`src/rtl/tx_frame_sequencer_pkg.sv`:
```
// Shared types and defaults for the serial transmit frame sequencer.
package tx_frame_sequencer_pkg;

  typedef enum logic [2:0] {
    IDLE   = 3'd0,
    START  = 3'd1,
    DATA   = 3'd2,
    PARITY = 3'd3,
    STOP   = 3'd4
  } txseq_state_e;

  localparam int unsigned DEF_DIV       = 10;
  localparam int unsigned DEF_DATA_W    = 8;
  localparam int unsigned DEF_STOP_BITS = 1;
  localparam logic        IDLE_LEVEL    = 1'b1;

endpackage

```
`src/rtl/bit_tick_divider.sv`:
```
// Restartable modulo-DIV counter; tick marks the last clock of each bit period.
module bit_tick_divider
  import tx_frame_sequencer_pkg::*;
#(
  parameter int unsigned DIV = DEF_DIV
) (
  input  logic clk,
  input  logic rst,
  input  logic restart,
  input  logic en,
  output logic tick
);

  localparam int unsigned CW = $clog2(DIV);

  logic [CW-1:0] r_cnt;
  logic          w_last;

  assign w_last = (r_cnt == CW'(DIV - 1));
  assign tick   = en && w_last;

  always_ff @(posedge clk or posedge rst) begin
    if (rst) begin
      r_cnt <= '0;
    end else if (restart || !en || w_last) begin
      r_cnt <= '0;
    end else begin
      r_cnt <= r_cnt + 1'b1;
    end
  end

endmodule

```
`src/rtl/tx_frame_sequencer.sv`:
```
// Serial transmit framer: start, DATA_W bits LSB first, optional parity, stop bit(s).
// Optional even parity bit enabled by defining TXSEQ_PARITY_EN.
module tx_frame_sequencer
  import tx_frame_sequencer_pkg::*;
#(
  parameter int unsigned DIV       = DEF_DIV,
  parameter int unsigned DATA_W    = DEF_DATA_W,
  parameter int unsigned STOP_BITS = DEF_STOP_BITS
) (
  input  logic              clk,
  input  logic              rst,
  input  logic [DATA_W-1:0] tx_data,
  input  logic              tx_valid,
  output logic              tx_ready,
  output logic              tx_out,
  output logic              busy,
  output logic              frame_done
);

  localparam int unsigned BW = $clog2(DATA_W + STOP_BITS);

  txseq_state_e      r_state;
  logic [DATA_W-1:0] r_shift;
  logic [BW-1:0]     r_bit_idx;
  logic              r_tx_out;
  logic              r_tx_ready;
  logic              r_busy;
  logic              r_frame_done;
`ifdef TXSEQ_PARITY_EN
  logic              r_parity;
`endif

  logic              w_accept;
  logic              w_div_en;
  logic              w_tick;
  logic [DATA_W-1:0] w_shift_next;

  assign w_accept     = tx_valid && r_tx_ready;
  assign w_div_en     = (r_state != IDLE);
  assign w_shift_next = r_shift >> 1;

  assign tx_ready   = r_tx_ready;
  assign tx_out     = r_tx_out;
  assign busy       = r_busy;
  assign frame_done = r_frame_done;

  bit_tick_divider #(.DIV(DIV)) u_div (
    .clk     (clk),
    .rst     (rst),
    .restart (w_accept),
    .en      (w_div_en),
    .tick    (w_tick)
  );

  always_ff @(posedge clk or posedge rst) begin
    if (rst) begin
      r_state      <= IDLE;
      r_shift      <= '0;
      r_bit_idx    <= '0;
      r_tx_out     <= IDLE_LEVEL;
      r_tx_ready   <= 1'b1;
      r_busy       <= 1'b0;
      r_frame_done <= 1'b0;
`ifdef TXSEQ_PARITY_EN
      r_parity     <= 1'b0;
`endif
    end else begin
      r_frame_done <= 1'b0;
      case (r_state)
        IDLE: begin
          if (w_accept) begin
            r_shift    <= tx_data;
            r_bit_idx  <= '0;
            r_tx_out   <= ~IDLE_LEVEL;
            r_tx_ready <= 1'b0;
            r_busy     <= 1'b1;
            r_state    <= START;
`ifdef TXSEQ_PARITY_EN
            // Parity is taken at acceptance because the shift register is consumed.
            r_parity   <= ^tx_data;
`endif
          end
        end
        START: begin
          if (w_tick) begin
            r_state   <= DATA;
            r_bit_idx <= '0;
            r_tx_out  <= r_shift[0];
          end
        end
        DATA: begin
          if (w_tick) begin
            r_shift <= w_shift_next;
            if (r_bit_idx == BW'(DATA_W - 1)) begin
              r_bit_idx <= '0;
`ifdef TXSEQ_PARITY_EN
              r_state   <= PARITY;
              r_tx_out  <= r_parity;
`else
              r_state   <= STOP;
              r_tx_out  <= IDLE_LEVEL;
`endif
            end else begin
              r_bit_idx <= r_bit_idx + 1'b1;
              r_tx_out  <= w_shift_next[0];
            end
          end
        end
`ifdef TXSEQ_PARITY_EN
        PARITY: begin
          if (w_tick) begin
            r_state  <= STOP;
            r_tx_out <= IDLE_LEVEL;
          end
        end
`endif
        STOP: begin
          if (w_tick) begin
            if (r_bit_idx == BW'(STOP_BITS - 1)) begin
              r_bit_idx    <= '0;
              r_state      <= IDLE;
              r_tx_ready   <= 1'b1;
              r_busy       <= 1'b0;
              r_frame_done <= 1'b1;
            end else begin
              r_bit_idx <= r_bit_idx + 1'b1;
            end
          end
        end
        default: begin
          r_state    <= IDLE;
          r_tx_out   <= IDLE_LEVEL;
          r_tx_ready <= 1'b1;
          r_busy     <= 1'b0;
        end
      endcase
    end
  end

endmodule

```
`config.mk`:
```
export PLATFORM = sky130hd
export DESIGN_NAME = tx_frame_sequencer
export DESIGN_NICKNAME = d
export VERILOG_FILES = /design/src/rtl/tx_frame_sequencer_pkg.sv /design/src/rtl/bit_tick_divider.sv /design/src/rtl/tx_frame_sequencer.sv
export SDC_FILE = /design/constraint.sdc
export NUM_CORES = 1
export LEC_CHECK = 0
export ABC_CLOCK_PERIOD_IN_PS = 2400
export CORE_MARGIN = 5
export CORE_UTILIZATION = 55
export CTS_CLUSTER_DIAMETER = 150
export DETAILED_ROUTE_END_ITERATION = 8
export PLACE_DENSITY = 0.8
export SYNTH_ARGS = -nofsm -noshare
export SYNTH_HDL_FRONTEND = slang
export SYNTH_SLANG_ARGS = --single-unit
```
`constraint.sdc`:
```
create_clock -name clk -period 2.4 [get_ports clk]
set_input_delay 0.72 -clock clk [delete_from_list [all_inputs] [get_ports clk]]
set_output_delay 0.72 -clock clk [all_outputs]
set_load 0.03 [all_outputs]
```
==> results of run 1 <==
-- sequential cells by signal (all words and copies together) (netlist names) --
name and count:
r_shift 8, r_bit_idx 4, u_div.r_cnt 4, r_state 3, busy 1, frame_done 1
tx_out 1, tx_ready 1
-- layout by cell type, fill, tap and decap left out, drive strengths merged, types with 2 or more instances in the layout --
cell type	instances
a21oi	7
a22o	2
a31oi	8
a32oi	2
and3b	3
buf	7
clkbuf	3
clkdlybuf4s50	14
dfrtp	21
dfstp	2
ha	4
inv	8
mux2	3
nand2	19
nand3	2
nand3b	2
nor2	19
nor3	4
nor3b	4
o21ai	4
o22ai	2
or3b	3
xnor2	2
-- worst register-to-register path, stage by stage (launching register included) --
cell     delay, ps
dfrtp_1        580
buf_4          220
and3b_1        220
o21a_1         230
or2_4          290
mux2_4         310
-- cells by family after synthesis --
logic type / Yosys count
AO/OA/AOI/OAI: 36
XOR/XNOR: 3
adder cells (fa/ha/maj): 4
buffers and inverters: 16
flip-flops: 23
multiplexers: 3
AND/OR/NAND/NOR: 62
-- how the worst min path moves through the flow --
stage / slack (ps) / start / cells past startpoint / to
floorplan: 460 / u_div.r_cnt[0]$_DFF_PP0_ / 1 / u_div.r_cnt[0]$_DFF_PP0_
global placement: 480 / u_div.r_cnt[0]$_DFF_PP0_ / 1 / u_div.r_cnt[0]$_DFF_PP0_
detailed placement: 500 / u_div.r_cnt[0]$_DFF_PP0_ / 1 / u_div.r_cnt[0]$_DFF_PP0_
CTS: 520 / u_div.r_cnt[0]$_DFF_PP0_ / 1 / u_div.r_cnt[0]$_DFF_PP0_
global route: 560 / u_div.r_cnt[0]$_DFF_PP0_ / 1 / u_div.r_cnt[0]$_DFF_PP0_
finish: 510 / u_div.r_cnt[0]$_DFF_PP0_ / 1 / u_div.r_cnt[0]$_DFF_PP0_
-- through the flow --
stage / power [uW] / utilization (%)
after floorplan: 888 / -
after detailed placement: 981 / 63.2
after global routing: 1250 / 64.4
after global placement: 964 / 63.2
final: 1160 / 64.4
after CTS: 1170 / 64.4
-- power by group --
part           internal [uW]  switching (uW)  total [uW]
combinational            195             213         408
clock                   62.3             120         182
sequential               482            85.0         567
-- layout make-up --
class	instances	area [sq um]	share of cell area [%]
Multi-Input combinational cell	108	699	44.7
Sequential cell	23	578	36.9
Timing Repair Buffer	21	193	12.3
Tap cell	30	37.5	2.40
Inverter	8	30.0	1.92
Clock buffer	3	22.5	1.44
Clock inverter	1	5.00	0.320
-- routing by layer --
metal	wire length (um)	track usage (%)	up-vias
met3	116	3.24	4
met4	31	6.33	0
met1	1250	21.9	549
met5	0	0	-
met2	1360	28.1	20
li1	-	-	555
==> qor.txt, run 1 <==
Die area = 0.00357 sq mm
Adder-cell share of the synthesized area = 3.67%
Largest family of logic cells by synthesized area = simple AND/OR/NAND/NOR gates
RSZ-0062 raised after global routing = false
Synth Area in Simple Gates = 24.0%
Layout Nets = 180
Mux contribution to synthesized area = 3.03%
Global route overflow = 0
Number of synthesized flops with an enable pin = 0
Placer congestion estimate = 0.858
Data required, critical path = 1680 ps
Most area-consuming cells after synthesis = dfrtp_1, nand2_1, nor2_1, dfstp_2, a31oi_1
Routed wire length = 2760 um
Slew Limit Fails = 0
DRC = 0
Antenna diode count = 0
Root buffer cell = clkbuf_4
Dpl cell area = 0.00154 sq mm
CP max stage delay = 680 ps
Launching point of the worst reg2reg path = r_state[2]$_DFFE_PP0P_
Crit path kind = reg2out
Reg2Reg Depth = 5
Number of CTS-inserted buffers = 3
Post-synth top area share = 38.6%
CP delay by family, top = buffers and inverters
Leak pwr = 0.000673 uW
Port Buffers = 14
Fill cells = 209
Pre-antenna DRT Iters = 4
Synth top cells by count = dfrtp_1, nand2_1, nor2_1
Critical path data arrival time = 1600 ps
Ports = 15
Final hold vios = 0
Fin crit period = 2320 ps
Max stage delay cell, worst path = clkdlybuf4s50_1
Post-synthesis cell count = 147
Post-synthesis async set-or-reset flop share = 100%
Post-Syn Area per Cell = 9.27 sq um
Status = complete, no violations
Predominant post-synthesis flop cell = dfrtp_1
Worst Setup EP = tx_ready
Synth warn = 0
Sequential area share after synthesis = 42.4%
Pre-CTS setup slack = 92.8 ps
Pwr dens = 739 mW/mm^2
Total GRT Usage = 17.0%
Final non-filler cell total = 194
DR vias = 1,128
Vias in the first global route = 1,064
Share of cells above drive strength 1 = 13.4%
Setup violators final = 0
DR WL/cell = 14.2 um
Finished Cell Area = 0.00157 sq mm
Clock skew = 2.71 ps
CP Launch Type = register
Peak supply drop = 0.454 mV
Max-slew headroom = 49.7%
Critical Path, Cell by Cell = clkdlybuf4s50_1
Yosys top cell by area = dfrtp_1
First-pass GRT wire length = 4650 um
Clock latency on the worst-skew pair = 310 ps
Post-CTS sizing = 0
FMAX = 0.432 GHz
Distinct cells, synth = 46
Iter 0 DRT Violations = 35
Setup ws final = 82.7 ps
CP endpoint kind = primary output
Hold/Removal Path Class = reg2reg
# hold bufs at CTS = 0
Pin count of the biggest net entering global routing = 15
CTS HTree Levels = 1
Detail Route Antenna Nets = 0
CP Depth = 1
# rows = 18
Final setup TNS = 0 ps
Xor/xnor cell area share of the yosys netlist = 1.93%
Mapped cell area = 0.00136 sq mm
CP Max Fanout = 7
Post-CTS setup buffers = 0
Core region area = 0.00243 sq mm
Die H = 59.8 um
Die Wd = 59.8 um
Clock-pin slew on the worst setup and hold paths = 130 ps
Compound-gate portion of the synthesized area = 18.7%
Vias per cell = 5.81
Most frequent cell after synthesis = dfrtp_1
Crit path launch = tx_ready$_DFFE_PP1P_
Initial Utilization = 56.0%
Syn_nets = 162
Hold_ws = 509 ps
Layout area overhead = 14.9%
# Max-Cap Violations = 0
Placed instance count = 190
CTS tree = done
FF-to-FF End = r_bit_idx[1]$_DFFE_PP0P_
Final period utilization = 96.6%
Clock Sinks = 23
Worst-case clock buffer depth = 2
Buffer and inverter count on the worst path = 1
Flop-to-flop setup slack = 450 ps
Slew @ Worst Pin = 745 ps
Initial antenna violation count = 0
Dpl hpwl = 2110 um
Yosys reg bits = 23
Note: power is estimated with default switching activity, not from simulation.
==> inputs of run 2 (changes only) <==
CELL_PAD_IN_SITES_DETAIL_PLACEMENT = 0   (was unset)
CELL_PAD_IN_SITES_GLOBAL_PLACEMENT = 1   (was unset)
CORE_MARGIN = 10   (was 5)
CORE_UTILIZATION = 47   (was 55)
DONT_BUFFER_PORTS = 1   (was unset)
PLACE_DENSITY = 0.79   (was 0.8)
==> qor.txt, run 2 (synthesis gave the netlist of run 1 again) <==
Status = complete, no violations
Data required, critical path = 2610 ps
Layout Nets = 162
Multi-input gate area = 699 sq um
DR vias = 1,036
Die H = 73.8 um
Dpl cell area = 0.00137 sq mm
Slew @ Worst Pin = 803 ps
Fill cells = 277
Detail Route Antenna Nets = 0
Initial antenna violation count = 0
Fin crit period = 1980 ps
Dpl hpwl = 2040 um
Pin count of the biggest net entering global routing = 20
Port Buffers = 0
Ports = 15
Number of CTS-inserted buffers = 3
Share of cells above drive strength 1 = 11.6%
Clock Sinks = 23
Pre-CTS setup slack = 471 ps
Vias per cell = 5.85
Antenna diode count = 0
Vias in the first global route = 995
CP max stage delay = 600 ps
Leak pwr = 0.000595 uW
CTS tree = done
Die area = 0.00545 sq mm
Die Wd = 73.8 um
Buffer and inverter count on the worst path = 0
Placed instance count = 173
Leading cell type in the layout, fill and taps excluded = dfrtp_1
Routed wire length = 2770 um
Core region area = 0.00276 sq mm
Crit path kind = reg2reg
Setup violators final = 0
CP delay by family, top = simple AND/OR/NAND/NOR gates
DRC = 0
First-pass GRT wire length = 4640 um
Initial Utilization = 49.4%
DR WL/cell = 15.7 um
Clock skew = 5.14 ps
Post-CTS sizing = 0
CP endpoint kind = register
# rows = 19
Max stage delay cell, worst path = dfrtp_1
Global route overflow = 0
# Max-Cap Violations = 0
Register Area = 578 sq um
Critical path data arrival time = 2190 ps
Hold/Removal Path Class = in2async
CP Max Fanout = 19
Finished Cell Area = 0.00140 sq mm
Worst-case clock buffer depth = 2
RSZ-0062 raised after global routing = false
Max reg flops = 8
Max-slew headroom = 45.8%
Post-CTS setup buffers = 0
Most flop-heavy register = r_shift
Layout area overhead = 2.39%
Pwr dens = 793 mW/mm^2
Slew Limit Fails = 0
Critical Path, Cell by Cell = or3b_1 > a21oi_4 > or2_4 > mux2_4
Final hold vios = 0
Setup ws final = 423 ps
Clock latency on the worst-skew pair = 310 ps
Final setup TNS = 0 ps
Final period utilization = 82.4%
CP Launch Type = register
Total GRT Usage = 10.5%
Pre-antenna DRT Iters = 4
Top flop regs = r_shift (8), r_bit_idx (4), u_div.r_cnt (4)
Placer congestion estimate = 0.823
FMAX = 0.506 GHz
# hold bufs at CTS = 0
Peak supply drop = 0.366 mV
Clock-pin slew on the worst setup and hold paths = 130 ps
Root buffer cell = clkbuf_4
Final non-filler cell total = 177
Iter 0 DRT Violations = 48
CTS HTree Levels = 1
Commonest cells after routing, fill and taps aside = dfrtp_1, nor2_1, nand2_1, inv_1, a31oi_1
[run 2: worst paths after layout]
path | start | to | slack [ps] | cells past startpoint
setup / recovery | r_state[2]$_DFFE_PP0P_ | r_bit_idx[0]$_DFFE_PP0P_ | 420 | 4
hold / removal | rst | r_state[1]$_DFFE_PP0P_ | 280 | 1
setup reg to reg | r_state[2]$_DFFE_PP0P_ | r_bit_idx[0]$_DFFE_PP0P_ | 420 | 4
hold reg to reg | u_div.r_cnt[0]$_DFF_PP0_ | u_div.r_cnt[0]$_DFF_PP0_ | 510 | 1
max in group asynchronous | rst | tx_out$_DFFE_PP1P_ | 1510 | 2
min in group clk | u_div.r_cnt[0]$_DFF_PP0_ | u_div.r_cnt[0]$_DFF_PP0_ | 510 | 1
[run 2: layer usage]
layer	vias to the layer above	share of wire (%)	track usage [%]
met3	4	5.5	3.23
met1	495	48	13.2
li1	511	-	-
met2	26	46	16.6
met4	0	1.2	3.73
met5	-	0	0
[run 2: power by group]
group / internal [uW] / switching [uW]
sequential: 482 / 125
combinational: 154 / 158
clock: 65.0 / 121
[run 2: per-stage QoR]
step,hold slack [ps],total power [uW],utilization (%)
after detailed placement,495,926,49.6
after CTS,293,1110,50.6
after floorplan,461,888,-
after global placement,489,919,49.6
after global routing,308,1190,50.6
final,280,1110,50.6
[run 2: area by class of cell]
| type | count | share of cell area, % |
|---|---|---|
| Clock buffer | 4 | 1.88 |
| Multi-Input combinational cell | 108 | 50.1 |
| Tap cell | 31 | 2.78 |
| Inverter | 8 | 2.15 |
| Timing Repair Buffer | 3 | 1.61 |
| Sequential cell | 23 | 41.4 |
==> inputs of run 3 (changes only) <==
ABC_CLOCK_PERIOD_IN_PS = 1700   (was 2400)
CORE_UTILIZATION = 43   (was 47)
PLACE_DENSITY = 0.76   (was 0.79)
clock period = 1.7 ns   (was 2.4 ns; I/O delays follow)
==> qor.txt, run 3 (synthesis gave the netlist of run 1 again) <==
Status = complete, no violations
CP endpoint kind = register
DR WL/cell = 15.2 um
# Max-Cap Violations = 0
Die area = 0.00582 sq mm
DR vias = 1,115
Launching point of the worst reg2reg path = r_state[2]$_DFFE_PP0P_
DRC = 0
Layout Nets = 184
Register Area = 579 sq um
Peak supply drop = 0.430 mV
Final hold vios = 0
Global route overflow = 0
Most flop-heavy register = r_shift
Crit path launch = r_state[2]$_DFFE_PP0P_
Number of CTS-inserted buffers = 3
Pin count of the biggest net entering global routing = 17
CP max stage delay = 480 ps
Die H = 76.3 um
FF-to-FF End = r_bit_idx[0]$_DFFE_PP0P_
Clock skew = 1.81 ps
Die Wd = 76.3 um
Worst Setup EP = r_bit_idx[0]$_DFFE_PP0P_
Clock latency on the worst-skew pair = 310 ps
Slew Limit Fails = 0
Fill cells = 308
Slew @ Worst Pin = 389 ps
RSZ-0062 raised after global routing = true
DR top layer = met4
Share of cells above drive strength 1 = 27.4%
Total GRT Usage = 10.8%
Worst-case clock buffer depth = 2
Max-slew headroom = 73.7%
Leading cell type in the layout, fill and taps excluded = buf_4
Critical Path, Cell by Cell = or3b_1 > a21oi_4 > or2_4 > mux2_4
Setup violators final = 0
Layout area overhead = 19.5%
Max stage delay cell, worst path = dfrtp_2
FMAX = 0.595 GHz
Crit path kind = reg2reg
CTS tree = done
DRT met1 WL = 1470 um
Final non-filler cell total = 212
Pwr dens = 1090 mW/mm^2
Reg2Reg Depth = 4
Met3 WL = 123 um
Routed wire length = 3210 um
Antenna diode count = 0
Power, Total = 1770 uW
Final period utilization = 98.8%
Detail Route Antenna Nets = 0
Placed instance count = 204
First-pass GRT wire length = 5290 um
Placer congestion estimate = 0.844
Pre-antenna DRT Iters = 4
Leak pwr = 0.000716 uW
Critical path data arrival time = 1890 ps
CP Launch Type = register
Ports = 15
CP Max Fanout = 7
Vias per cell = 5.26
Flop-to-flop setup slack = 20 ps
Initial Utilization = 44.6%
Clock Sinks = 23
Iter 0 DRT Violations = 81
Port Buffers = 0
# hold bufs at CTS = 0
Root buffer cell = clkbuf_4
Hold/Removal Path Class = in2async
Vias in the first global route = 1,114
CTS HTree Levels = 1
Max reg flops = 8
Clock-pin slew on the worst setup and hold paths = 120 ps
Final core occ = 53.3%
Fin crit period = 1680 ps
Met2 WL = 1600 um
Initial antenna violation count = 0
# rows = 20
Core region area = 0.00305 sq mm
Dpl hpwl = 2400 um
Multi-input gate area = 733 sq um
Commonest cells after routing, fill and taps aside = buf_4, dfrtp_1, nor2_1, nand2_1
Top flop regs = r_shift (8), r_bit_idx (4), u_div.r_cnt (4)
Data required, critical path = 1910 ps
## run 3: final cells by class
type	count	area share (%)
inverters	8	1.84
clock buffers	4	1.61
repair buffers	25	12.5
well taps	44	3.38
flip-flops and latches	23	35.6
multi-input cells	108	45.0
## run 3: how the worst min path moves through the flow
stage	depth (start not counted)	slack, ps	startpoint	to
floorplan	1	460	u_div.r_cnt[0]$_DFF_PP0_	u_div.r_cnt[0]$_DFF_PP0_
detailed placement	1	360	rst	r_state[1]$_DFFE_PP0P_
CTS	1	10	rst	r_state[1]$_DFFE_PP0P_
global route	1	10	rst	r_state[1]$_DFFE_PP0P_
global placement	1	350	rst	r_state[1]$_DFFE_PP0P_
finish	1	2	rst	r_state[1]$_DFFE_PP0P_
## run 3: critical path: cells and delay by family, from the launching register on
family	cells	cell delay (ps)
compound gates	1	210
mux	1	300
simple gates	2	590
flops	1	480
## run 3: through the flow
| stage | setup WS, ps | hold slack, ps | instance area [sq um] | setup TNS [ps] |
|---|---|---|---|---|
| after global placement | 30.7 | 353 | 1540 | 0 |
| after CTS | 3.50 | 10.6 | 1590 | 0 |
| final | 20.4 | 2.36 | 1630 | 0 |
| after floorplan | 15.6 | 461 | 1370 | 0 |
| after global routing | -8.82 | 10.3 | 1630 | -15.3 |
| after detailed placement | -6.64 | 360 | 1540 | -7.27 |
## run 3: repair_timing
action	in CTS	in global routing
pin swaps	0	3
buffers inserted	1	3
endpoints found under the setup margin	3	6
gates resized for setup	4	4
## run 3: metal layers
metal	vias up	track usage, %
met5	-	0
met1	530	13.8
met2	23	17.9
li1	558	-
met3	4	2.24
met4	0	2.79
## run 3: where the power goes
| group | switching (uW) | internal, uW |
|---|---|---|
| Clock | 167 | 91.8 |
| Sequential | 112 | 683 |
| Combinational | 367 | 354 |
==> RTL edit 1, RTL diff (config.mk and constraints of run 1) <==
Re-encode `txseq_state_e` (5 states) as one-hot, 5 bits wide.
--- a/src/rtl/tx_frame_sequencer_pkg.sv
+++ b/src/rtl/tx_frame_sequencer_pkg.sv
@@ -1,12 +1,12 @@
 // Shared types and defaults for the serial transmit frame sequencer.
 package tx_frame_sequencer_pkg;
 
-  typedef enum logic [2:0] {
-    IDLE   = 3'd0,
-    START  = 3'd1,
-    DATA   = 3'd2,
-    PARITY = 3'd3,
-    STOP   = 3'd4
+  typedef enum logic [4:0] {
+    IDLE   = 5'b00001,
+    START  = 5'b00010,
+    DATA   = 5'b00100,
+    PARITY = 5'b01000,
+    STOP   = 5'b10000
   } txseq_state_e;
 
   localparam int unsigned DEF_DIV       = 10;
Check against the original RTL: no difference found for any inputs over 10 cycles, from zero or initial values and one cycle with rst high; not proved beyond that.
==> RTL edit 1 against run 1 <==
  * Setup slack improved by 0.036 ns
  * Sequential cell count grew 1
  * Final area up 7.6%
  * Via count down 0.98%
  * Fmax is 1.6% higher
  * Routed wire length is 2.0% higher
  * Critical path depth unchanged
  * Largest cell class unchanged
  * Synthesized area rose by 7.5%
  * Sequential share of layout area down 1.0 points
Power is not compared: it rests on default switching activity, and its combinational part moved more than twofold at a synthesized area within 25%.
==> RTL edit 1: results (changes against run 1) <==
metric,value,unit,change
hold worst-path end,tx_ready,,
Final GP Congestion,0.931,,+8.5%
post-place setup slack,-0.0104,ns,-0.103 ns
capturing point of the worst reg2reg path,r_shift[2],,
sequential area share after synthesis,41.2,%,-1.2 points
Synth Area in XOR/XNOR,1.20,%,-0.73 points
status,"finished, final reports clean",,
Reg-to-Reg Start,r_state[4],,
syn_nets,152,,-6.2%
synthesized-area fraction occupied by adder cells,3.42,%,-0.26 points
worst-case clock skew,0.00194,ns,-0.000774 ns
Placed Cells,180,,-5.3%
Hold WS,0.491,ns,-0.0182 ns
Vias,1117,,-0.98%
post-synthesis cell area,0.00147,mm2,+7.5%
largest net degree at the start of global routing,25,,+10
Critical Path AT,1.56,ns,-0.04 ns
post-synthesis compound-gate area fraction,13.9,%,-4.8 points
Max Freq,0.438,GHz,+1.6%
Hold Path Depth,2,,+1
gr usage total,18.1,%,+1.1 points
first-pass GRT wire length,5.01,mm,+7.7%
R2R setup slack,0.36,ns,-0.09 ns
layout cell share with drive strength beyond 1,18.2,%,+4.8 points
via-per-instance ratio,6.07,,+4.4%
RTL edit 1: cell types whose count changed after synthesis, sizes merged, moves of 6 or more:
cell   delta
mux2     +12
nor2      -7
a31oi     -8
nand2    -13
a21oi     -6
nand3     +6
RTL edit 1: metal layers:
layer | track usage [%] | vias up | part of all wire, % | routed length (um)
li1 | - | 536 | - | -
met1 | 23.1 | 537 | 47 | 1310
met2 | 29.1 | 37 | 47 | 1320
met3 | 2.94 | 7 | 3.7 | 104
met4 | 10.0 | 0 | 2.8 | 80
met5 | 0 | - | 0 | 0
RTL edit 1: power by group:
part           internal, W   total, W  switching, W
sequential        0.000416   0.000425    0.00000905
clock            0.0000929   0.000215      0.000122
combinational    0.0000359  0.0000607     0.0000247
RTL edit 1: final cells by class:
class | instances | area, um2
Fill cell | 198 | 838
Multi-Input combinational cell | 97 | 791
Sequential cell | 24 | 604
Timing Repair Buffer | 19 | 178
Inverter | 10 | 37.5
Tap cell | 30 | 37.5
Clock buffer | 4 | 36.3
==> RTL edit 2, RTL diff (flow settings as in run 1) <==
Made on the original files. Change the package constant `DEF_DIV` from 10 to 9.
--- a/src/rtl/tx_frame_sequencer_pkg.sv
+++ b/src/rtl/tx_frame_sequencer_pkg.sv
@@ -9,7 +9,7 @@
     STOP   = 3'd4
   } txseq_state_e;
 
-  localparam int unsigned DEF_DIV       = 10;
+  localparam int unsigned DEF_DIV       = 9;
   localparam int unsigned DEF_DATA_W    = 8;
   localparam int unsigned DEF_STOP_BITS = 1;
   localparam logic        IDLE_LEVEL    = 1'b1;
Check against the original RTL: same outputs for any inputs over 10 cycles, from zero or initial values and one cycle with rst high; that may be too few to reach the edited logic, so the function may still have changed.
==> RTL edit 2 against run 1 <==
  * Synthesized area is 7.4% lower
  * Sequential share of layout area is 2.9 points higher
  * Total power is 14% higher
  * Via count is 9.9% lower
  * Largest power group unchanged
  * Routed wire length is 11% lower
  * Final area is 7.3% lower
  * Largest cell class unchanged
  * Register-to-register slack worse by 0.02 ns
  * Critical endpoint unchanged
  * Sequential cell count stayed put
  * Clock power is 2% higher
  * Setup slack worse by 0.0020 ns
==> RTL edit 2: results (changes against run 1) <==
metric,value,unit,change
status,"finished, final reports clean",,
cell leakage power,0.594,nW,-12%
vias in the first global route,967,,-9.1%
Setup Buffers After CTS,0,,unchanged
Layout Cells excl Fill,176,,-9.3%
layout cell share with drive strength beyond 1,10.8,%,-2.6 points
DP Area,0.00142,mm2,-7.6%
Synth top cells by count,"22 x nor2_1, 21 x dfrtp_1, 10 x inv_1",,
Critical Path AT,1.60,ns,about the same
syn_nets,148,,-8.6%
DP Wirelength,1.84,mm,-13%
met3 wire len,120,um,+3.4%
Crit Path Max Fanout,5,,-2
n_diodes,0,,unchanged
Resized cells post-CTS,0,,unchanged
worst-case clock skew,0.00133,ns,-0.00138 ns
worst hold path class,reg -> reg,,
sequential area share after synthesis,45.8,%,+3.4 points
Logic power comb,0.000483,W,+18%
Buffers on Ports,14,,unchanged
Synth warnings,0,,unchanged
DR iter-0 viols,28,,-20%
Vias,1016,,-9.9%
drt first pass iters,4,,unchanged
Max Cap Violations,0,,unchanged
Cells after Synth,133,,-9.5%
largest cells by area after synthesis,"dfrtp_1 42%, nor2_1 6.5%, o22ai_1 4.5%",,
met1 usage,19.4,%,-2.6 points
Post-synth ARST share,100,%,unchanged
Sw Share,38.1,%,+1.9 points
Final GP Congestion,0.848,,-1.2%
number of CTS-inserted buffers,3,,unchanged
CTS H-tree lvls,1,,unchanged
largest net degree at the start of global routing,17,,+2
clock root buffer,clkbuf_4,,
ys flop type,dfrtp_1,,
Cell variety after synth,43,,-6.5%
GR Layer Usage met3,4.68,%,+1.4 points
met1 WL,1.06,mm,-16%
Final nets,164,,-8.9%
CP top delay family,buffers and inverters,,
met2 usage,27.1,%,-0.99 points
first-pass GRT wire length,4.24,mm,-8.8%
gr usage total,16.4,%,-0.65 points
CP max stage cell,clkdlybuf4s50_1,,
initial antenna violation count,0,,unchanged
post-place setup slack,0.156,ns,+0.0631 ns
Crit path largest cell delay,0.68,ns,about the same
final WL,2.46,mm,-11%
Clock Pin Slew Worst Setup and Hold Paths,0.13,ns,about the same
Worst VDD drop,659,uV,+45%
CTS Buffer Depth,2,,unchanged
total length of routed met2 wires,1.21,mm,-11%
DR top layer,met4,,
Slew Limit Headroom,65.9,%,+16 points
clk_lat worst skew,0.32,ns,
Placed Cells,172,,-9.5%
Top reg by flops,r_shift,,
largest registers,"r_shift (8), r_bit_idx (4), u_div.r_cnt (4)",,
clk pwr,0.000186,W,+2%
## RTL edit 2: cell types whose count changed after synthesis, moves of 3 or more
cell | run 1 | this run
nand2_1 | 19 | 5
a31oi_1 | 8 | 4
nor3b_1 | 3 | 0
o22ai_1 | 2 | 9
nor2_1 | 19 | 22
## RTL edit 2: logic make-up (layout without fill, tap and decap cells)
family / count (synthesis) / in the layout / synth area share (%)
AND/OR/NAND/NOR: 53 / 53 / 23.0
AO/OA/AOI/OAI: 33 / 33 / 18.1
flip-flops: 23 / 23 / 45.8
buffers and inverters: 15 / 30 / 5.36
adder cells (fa/ha/maj): 4 / 4 / 3.97
XOR/XNOR: 3 / 3 / 2.08
multiplexers: 2 / 2 / 1.69
## RTL edit 2: path summary, 6_finish.rpt
kind                            depth (start not counted)  slack, ns            from        endpoint
min in group asynchronous                               2       0.62             rst  u_div.r_cnt[0]
worst max-delay path                                    1       0.08        tx_ready        tx_ready
max in group asynchronous                               3       1.21             rst        tx_ready
worst min-delay path                                    1       0.50  u_div.r_cnt[0]  u_div.r_cnt[0]
worst min register to register                          1       0.50  u_div.r_cnt[0]  u_div.r_cnt[0]
worst max register to register                          6       0.43  u_div.r_cnt[0]    r_bit_idx[0]
## RTL edit 2: cell type report
type                       instances  area (um2)
clock buffer                       3        22.5
clock inverter                     1        7.51
fill                             178         739
inverter                          10        37.5
multi-input combinational         95         616
sequential                        23         578
tap                               28        35.0
timing repair buffer              16         155
## RTL edit 2: stage by stage
| stage | hold slack [ns] | util [%] | total power [W] |
|---|---|---|---|
| after floorplan | 0.455 | - | 0.000996 |
| after global placement | 0.467 | 64.9 | 0.00112 |
| final | 0.498 | 66.2 | 0.00132 |
| after CTS | 0.499 | 66.2 | 0.00133 |
| after detailed placement | 0.481 | 64.9 | 0.00114 |
| after global routing | 0.533 | 66.2 | 0.00143 |
